==> src/rtl/spi_tx_pkg.sv <==
// Shared definitions for the SPI master transmitter: FSM state encoding
// and the bus word width used by the bus buffer, the top level and the SPI block.
package spi_tx_pkg;

  typedef enum logic [2:0] {
    SPI_IDLE  = 3'd0,
    SPI_SETUP = 3'd1,
    SPI_SHIFT = 3'd2,
    SPI_HOLD  = 3'd3,
    SPI_GAP   = 3'd4
  } spi_state_e;

  localparam int SPI_DATA_WIDTH = 24;

endpackage

==> src/rtl/spi_tx_clk_gen.sv <==
// SCLK generator for the SPI transmitter. While enabled, a divider counts
// 0..CLK_DIV-1 and SCLK toggles at the terminal count. The rise/fall strobes
// flag the cycle in which SCLK is about to change, so the parent can update
// its shift state on the same edge. Disabled means SCLK parked low.
module spi_tx_clk_gen #(
  parameter int CLK_DIV = 4
) (
  input  logic clk,
  input  logic RSTn,
  input  logic en,
  output logic sclk,
  output logic rise,
  output logic fall
);

  localparam int DIV_W = $clog2(CLK_DIV + 1);
  localparam logic [DIV_W-1:0] DIV_LAST = DIV_W'(CLK_DIV - 1);
  localparam logic [DIV_W-1:0] DIV_ONE  = DIV_W'(1);
  localparam logic [DIV_W-1:0] DIV_ZERO = DIV_W'(0);

  logic [DIV_W-1:0] div_r;
  logic             sclk_r;
  logic             tc_s;

  assign tc_s = en & (div_r == DIV_LAST);
  assign rise = tc_s & ~sclk_r;
  assign fall = tc_s & sclk_r;
  assign sclk = sclk_r;

  // Divider counter and SCLK toggle flop; idle low whenever not enabled.
  always_ff @(posedge clk or negedge RSTn) begin
    if (!RSTn) begin
      div_r  <= DIV_ZERO;
      sclk_r <= 1'b0;
    end else if (!en) begin
      div_r  <= DIV_ZERO;
      sclk_r <= 1'b0;
    end else if (tc_s) begin
      div_r  <= DIV_ZERO;
      sclk_r <= ~sclk_r;
    end else begin
      div_r  <= div_r + DIV_ONE;
    end
  end

endmodule

==> src/rtl/spi_tx.sv <==
// SPI master transmitter, mode 0, MSB first. Captures a word from the bus
// buffer, holds spi_ready for the whole frame, then drops it and waits out a
// guard gap so the buffer can retire the word before bus_valid is looked at again.
module spi_tx
  import spi_tx_pkg::*;
#(
  parameter int DATA_WIDTH = SPI_DATA_WIDTH,
  parameter int CLK_DIV    = 4,
  parameter int GAP_CYCLES = 3
) (
  input  logic                  clk,
  input  logic                  RSTn,
  input  logic                  bus_valid,
  input  logic [DATA_WIDTH-1:0] BUS_DATA,
  output logic                  spi_ready,
  output logic                  tx_done,
  output logic                  SPI_SCLK,
  output logic                  SPI_CS_N,
  output logic                  SPI_MOSI
);

  localparam int PH_W  = $clog2(CLK_DIV + 1);
  localparam int BIT_W = $clog2(DATA_WIDTH + 1);
  localparam int GAP_W = $clog2(GAP_CYCLES + 1);

  localparam logic [PH_W-1:0]  PH_LAST  = PH_W'(CLK_DIV - 1);
  localparam logic [PH_W-1:0]  PH_ONE   = PH_W'(1);
  localparam logic [PH_W-1:0]  PH_ZERO  = PH_W'(0);
  localparam logic [BIT_W-1:0] BIT_FULL = BIT_W'(DATA_WIDTH);
  localparam logic [BIT_W-1:0] BIT_ONE  = BIT_W'(1);
  localparam logic [BIT_W-1:0] BIT_ZERO = BIT_W'(0);
  localparam logic [GAP_W-1:0] GAP_LAST = GAP_W'(GAP_CYCLES - 1);
  localparam logic [GAP_W-1:0] GAP_ONE  = GAP_W'(1);
  localparam logic [GAP_W-1:0] GAP_ZERO = GAP_W'(0);

  spi_state_e            state_r, state_nxt_s;
  logic [DATA_WIDTH-1:0] shreg_r, shreg_nxt_s;
  logic [PH_W-1:0]       phase_r, phase_nxt_s;
  logic [BIT_W-1:0]      bit_cnt_r, bit_cnt_nxt_s;
  logic [GAP_W-1:0]      gap_r, gap_nxt_s;
  logic                  ready_r, ready_nxt_s;
  logic                  cs_n_r, cs_n_nxt_s;
  logic                  mosi_r, mosi_nxt_s;
  logic                  done_r, done_nxt_s;
  logic                  shift_en_s;
  logic                  sclk_s, rise_s, fall_s;

  assign shift_en_s = (state_r == SPI_SHIFT);

  spi_tx_clk_gen #(
    .CLK_DIV (CLK_DIV)
  ) u_clk_gen (
    .clk  (clk),
    .RSTn (RSTn),
    .en   (shift_en_s),
    .sclk (sclk_s),
    .rise (rise_s),
    .fall (fall_s)
  );

  assign spi_ready = ready_r;
  assign tx_done   = done_r;
  assign SPI_SCLK  = sclk_s;
  assign SPI_CS_N  = cs_n_r;
  assign SPI_MOSI  = mosi_r;

  // Next-state and next-output decode for the frame sequencer.
  always_comb begin
    state_nxt_s   = state_r;
    shreg_nxt_s   = shreg_r;
    phase_nxt_s   = phase_r;
    bit_cnt_nxt_s = bit_cnt_r;
    gap_nxt_s     = gap_r;
    ready_nxt_s   = ready_r;
    cs_n_nxt_s    = cs_n_r;
    mosi_nxt_s    = mosi_r;
    done_nxt_s    = 1'b0;
    case (state_r)
      SPI_IDLE: begin
        if (bus_valid) begin
          shreg_nxt_s   = BUS_DATA;
          ready_nxt_s   = 1'b1;
          cs_n_nxt_s    = 1'b0;
          mosi_nxt_s    = BUS_DATA[DATA_WIDTH-1];
          phase_nxt_s   = PH_ZERO;
          bit_cnt_nxt_s = BIT_ZERO;
          state_nxt_s   = SPI_SETUP;
        end else begin
          state_nxt_s   = SPI_IDLE;
        end
      end
      SPI_SETUP: begin
        if (phase_r == PH_LAST) begin
          phase_nxt_s = PH_ZERO;
          state_nxt_s = SPI_SHIFT;
        end else begin
          phase_nxt_s = phase_r + PH_ONE;
        end
      end
      SPI_SHIFT: begin
        if (rise_s) begin
          bit_cnt_nxt_s = bit_cnt_r + BIT_ONE;
        end else if (fall_s) begin
          shreg_nxt_s = {shreg_r[DATA_WIDTH-2:0], 1'b0};
          mosi_nxt_s  = shreg_r[DATA_WIDTH-2];
          if (bit_cnt_r == BIT_FULL) begin
            phase_nxt_s = PH_ZERO;
            state_nxt_s = SPI_HOLD;
          end else begin
            state_nxt_s = SPI_SHIFT;
          end
        end else begin
          state_nxt_s = SPI_SHIFT;
        end
      end
      SPI_HOLD: begin
        if (phase_r == PH_LAST) begin
          cs_n_nxt_s  = 1'b1;
          ready_nxt_s = 1'b0;
          done_nxt_s  = 1'b1;
          mosi_nxt_s  = 1'b0;
          gap_nxt_s   = GAP_ZERO;
          state_nxt_s = SPI_GAP;
        end else begin
          phase_nxt_s = phase_r + PH_ONE;
        end
      end
      SPI_GAP: begin
        // bus_valid is ignored here while the buffer retires the old word.
        if (gap_r == GAP_LAST) begin
          gap_nxt_s   = GAP_ZERO;
          state_nxt_s = SPI_IDLE;
        end else begin
          gap_nxt_s   = gap_r + GAP_ONE;
        end
      end
      default: begin
        state_nxt_s = SPI_IDLE;
        ready_nxt_s = 1'b0;
        cs_n_nxt_s  = 1'b1;
        mosi_nxt_s  = 1'b0;
      end
    endcase
  end

  // FSM state register.
  always_ff @(posedge clk or negedge RSTn) begin
    if (!RSTn) begin
      state_r <= SPI_IDLE;
    end else begin
      state_r <= state_nxt_s;
    end
  end

  // Datapath registers: shift register, counters and all serial/handshake outputs.
  always_ff @(posedge clk or negedge RSTn) begin
    if (!RSTn) begin
      shreg_r   <= {DATA_WIDTH{1'b0}};
      phase_r   <= PH_ZERO;
      bit_cnt_r <= BIT_ZERO;
      gap_r     <= GAP_ZERO;
      ready_r   <= 1'b0;
      cs_n_r    <= 1'b1;
      mosi_r    <= 1'b0;
      done_r    <= 1'b0;
    end else begin
      shreg_r   <= shreg_nxt_s;
      phase_r   <= phase_nxt_s;
      bit_cnt_r <= bit_cnt_nxt_s;
      gap_r     <= gap_nxt_s;
      ready_r   <= ready_nxt_s;
      cs_n_r    <= cs_n_nxt_s;
      mosi_r    <= mosi_nxt_s;
      done_r    <= done_nxt_s;
    end
  end

endmodule

==> config.mk <==
export PLATFORM = sky130hd
export DESIGN_NAME = spi_tx
export DESIGN_NICKNAME = d
export VERILOG_FILES = /design/src/rtl/spi_tx_pkg.sv /design/src/rtl/spi_tx_clk_gen.sv /design/src/rtl/spi_tx.sv
export SDC_FILE = /design/constraint.sdc
export NUM_CORES = 1
export LEC_CHECK = 0
export BUFFER_PORTS_ARGS = -buffer_cell sky130_fd_sc_hd__clkbuf_2
export CORE_AREA = 2 2 65 67
export CTS_CLUSTER_SIZE = 24
export DETAILED_ROUTE_END_ITERATION = 10
export DIE_AREA = 0 0 67 69
export GPL_TIMING_DRIVEN = 0
export PLACE_DENSITY_LB_ADDON = 0.12
export SETUP_SLACK_MARGIN = 0.3
export SLEW_MARGIN = 20
export SYNTH_ARGS = -nofsm -noshare
export SYNTH_HDL_FRONTEND = slang
export SYNTH_SLANG_ARGS = --single-unit
==> constraint.sdc <==
create_clock -name clk -period 5.25 [get_ports clk]
set_clock_uncertainty 0.2 [all_clocks]
set_input_delay 0.2625 -clock clk [delete_from_list [all_inputs] [get_ports clk]]
set_output_delay 0.2625 -clock clk [all_outputs]
set_load 0.02 [all_outputs]
==> flow_metrics.tcl <==
set metrics [dict create \
    status "finished, final reports clean" \
    worst_setup_hold_path_clk_slew_ps 80 \
    worst_ep_required_time_ps 5220 \
    n_antenna_cell 0 \
    timing.hold.worst.class "input pin to register" \
    clock_latency_ps 300 \
    multi_input_gate_area_in_the_final_layout_mm2 0.00100 \
    critPathKind "register to register" \
    synthesis.yosys.warnings 0 \
    min_period_ps 2210 \
    power.static_leakage_uw 0.00124 \
    holdWs_ps 11.5 \
    final_net_count 336 \
    total_power_uw 611 \
    io-pin-count 32 \
    setup.worst_path.start_class "register" \
    setup.reg_to_reg.worst_slack_ps 3040 \
    postCtsHoldBufs 21 \
    clock-root-buffer "clkbuf_8" \
    post_synth_instance_area_mm2 0.00222 \
    fmax_mhz 453 \
    syn-mean-instance-area_um2 9.09 \
    synth_largest_type_area_fraction 0.485 \
    ys_ff_latch 44 \
    hold-path-cell-count 3 \
    yosys-mux-area-fraction 0.0293 \
    netlist_instances 244 \
    ff_latch_area_mm2 0.00110 \
    power-per-cell-area_mw_per_mm2 223 \
    postCtsResizedCells 0 \
    timing.max_cap.violations 0 \
    detailroute.via_count 1875 \
    finalWeightedCongestion 0.803 \
    worst_path_largest_cell_delay_ps 710 \
    setup_viol 0 \
    synth_simple_gate_area_frac 0.233 \
    first_pass_grt_wire_length_um 8260 \
    dp_hpwl_um 2980 \
    initial_core_util 0.566 \
    clock_tree_from_tritoncts "done" \
    crit_path_end_kind "register" \
    cts_made_buffers 5 \
    cts-htree-levels 2 \
    postCtsSetupBuffers 0 \
    netlist.top_cell.by_area "dfrtp_1" \
    worstPathArrival_ps 2180 \
    grt_antenna_before_repair 0 \
    setup_total_negative_slack_ps 0 \
    placement_rows 23 \
    synth_adder_area_share 0.0339 \
    fp.dieW_um 67 \
    grt_pass1_vias 1837 \
    initialDrtViolationCount 182 \
    coreArea_mm2 0.00391 \
    route.final.wire_length_um 4650 \
    post-route-drc-count 0 \
    layout-drive-gt1-share 0.181 \
    timing.final.crit_share 0.421 \
    height_of_the_die_um 69 \
    routedWlPerCell_um 13.1 \
    grt_start_max_net_pins 45 \
    peakVddDrop_mv 0.149 \
    hold_viol_final 0 \
    area_delta_synth_final_pct 23.6 \
    drt-vias-per-instance 5.30 \
    dieArea_mm2 0.00462 \
    count_of_input_and_output_buffers 31 \
    synthXorXnorAreaFrac 0.00790 \
    critical_path_cell_list "ha_1 > nand3b_4 > a2111oi_4 > buf_2 > a31oi_1" \
    grt_setup_unrepaired "false" \
    synthesis.nets 277 \
    max-slew-margin-rel 0.544 \
    reg2reg_depth 5 \
    netlist_top_cells_area "dfrtp_1 49%, nand2_1 8.3%, a31oi_1 6.2%" \
    synth_compound_gate_area_share 0.148 \
    nFillCells 336 \
    netlist-cell-type-count 40 \
    clock-sinks 44 \
    clock_path_buffers 2 \
    global_route.usage.total 0.229 \
    ys_seq_area_frac 0.497 \
    crit_fanout 10 \
    largest_family_of_logic_cells_by_synthesized_area "simple AND/OR/NAND/NOR gates" \
    detail_route.first_pass.iterations 4 \
    grt_overflow 0 \
    worst_path_max_delay_cell "a2111oi_4" \
    maxSlewViolCount 0 \
    worst_margin_pin_slew_ps 684 \
    route.antenna.remaining_nets 0 \
]
[power by group]
| part | internal, uW | switching (uW) |
|---|---|---|
| Sequential | 346 | 4.06 |
| Clock | 105 | 115 |
| Combinational | 23.3 | 17.6 |
| Total | 474 | 137 |
[cell type report]
cell class / count / area share
clock inverters: 2 / 0.00365
flip-flops and latches: 44 / 0.402
plain buffers: 15 / 0.0283
well taps: 50 / 0.0228
repair buffers: 52 / 0.134
inverters: 9 / 0.0123
multi-input cells: 176 / 0.366
clock buffers: 6 / 0.0301
[routing by layer]
metal / routed length, um / global-route usage / part of all wire
met1: 2230 / 0.325 / 0.48
met2: 2140 / 0.352 / 0.46
met3: 209 / 0.0538 / 0.045
met4: 65 / 0.0612 / 0.014
met5: 0 / 0 / 0
[sequential cells by signal, indices dropped and copies added (netlist names)]
| name | count |
|---|---|
| phase_r | 3 |
| bit_cnt_r | 5 |
| SPI_CS_N | 1 |
| shreg_r | 23 |
| u_clk_gen.sclk | 1 |
| SPI_MOSI | 1 |
| spi_ready | 1 |
| gap_r | 2 |
| state_r | 3 |
| tx_done | 1 |
| u_clk_gen.div_r | 3 |
[cells in the mapped netlist]
master and count:
nor3b_2 1, mux2i_1 2, xnor2_1 1, dfrtp_1 43, nor2_1 34, mux2_2 4
and2_1 4, o21a_1 1, dfstp_2 1, nand2_1 49, o21bai_1 1, buf_2 5
a21oi_1 8, nand4b_1 1, nor3_1 5, a22oi_1 1, xor2_1 1, a31oi_1 22
buf_1 3, o31ai_1 1, buf_6 2, nor4b_1 1, nand4_1 1, nand2b_1 1
nand3b_4 1, a41oi_1 1, nor3b_1 2, o22a_1 1, clkbuf_1 5, nor2b_1 6
or3b_2 1, and3_1 1, nand3_1 5, inv_1 9, o32ai_1 1, o22ai_1 4
a32oi_1 2, a2111oi_4 1, ha_1 6, o21ai_0 5
[logic make-up (layout without fill, tap and decap cells)]
group                      Yosys count  after routing
and+or+nand+nor                    113            113
AOI/OAI and AO/OA                   49             49
adders and majority gates            6              6
DFF                                 44             44
muxes                                6              6
xor gates and xnor gates             2              2
buffers and inverters               24             84
[per-stage QoR]
step,worst slack (ps),util,std cells,cell area [um2]
2_1_floorplan,3330,-,244,2220
3_3_place_gp,3060,0.622,325,2430
3_5_place_dp,3060,0.623,325,2440
4_1_cts,3050,0.700,354,2740
5_1_grt,2910,0.700,354,2740
6_report,3040,0.700,354,2740
[critical path, delay by kind of cell, from the launching register on]
| family | cells | cell delay, ps |
|---|---|---|
| fa+ha+maj | 1 | 230 |
| compound gates | 2 | 820 |
| simple gates | 1 | 130 |
| buf+inv | 1 | 340 |
| flops | 1 | 360 |
[placed cells by master, fill, tap and decap left out, types with 6 or more instances in the layout]
cell type,count
clkbuf_8,6
clkbuf_2,30
dlygate4sd3_1,21
a31oi_1,22
nand2_1,49
nor2_1,34
nor2b_1,6
a21oi_1,8
ha_1,6
dfrtp_1,43
inv_1,9
[worst paths after layout]
| kind | start | end |
|---|---|---|
| max reg2reg | u_clk_gen.div_r[0] | shreg_r[4] |
| min | BUS_DATA[15] | shreg_r[15] |
| min reg2reg | u_clk_gen.div_r[0] | u_clk_gen.div_r[0] |
| min in group asynchronous | RSTn | state_r[2] |
| max | u_clk_gen.div_r[0] | shreg_r[4] |
| max in group asynchronous | RSTn | u_clk_gen.div_r[0] |
No activity file was read; power rests on OpenSTA's default activity.
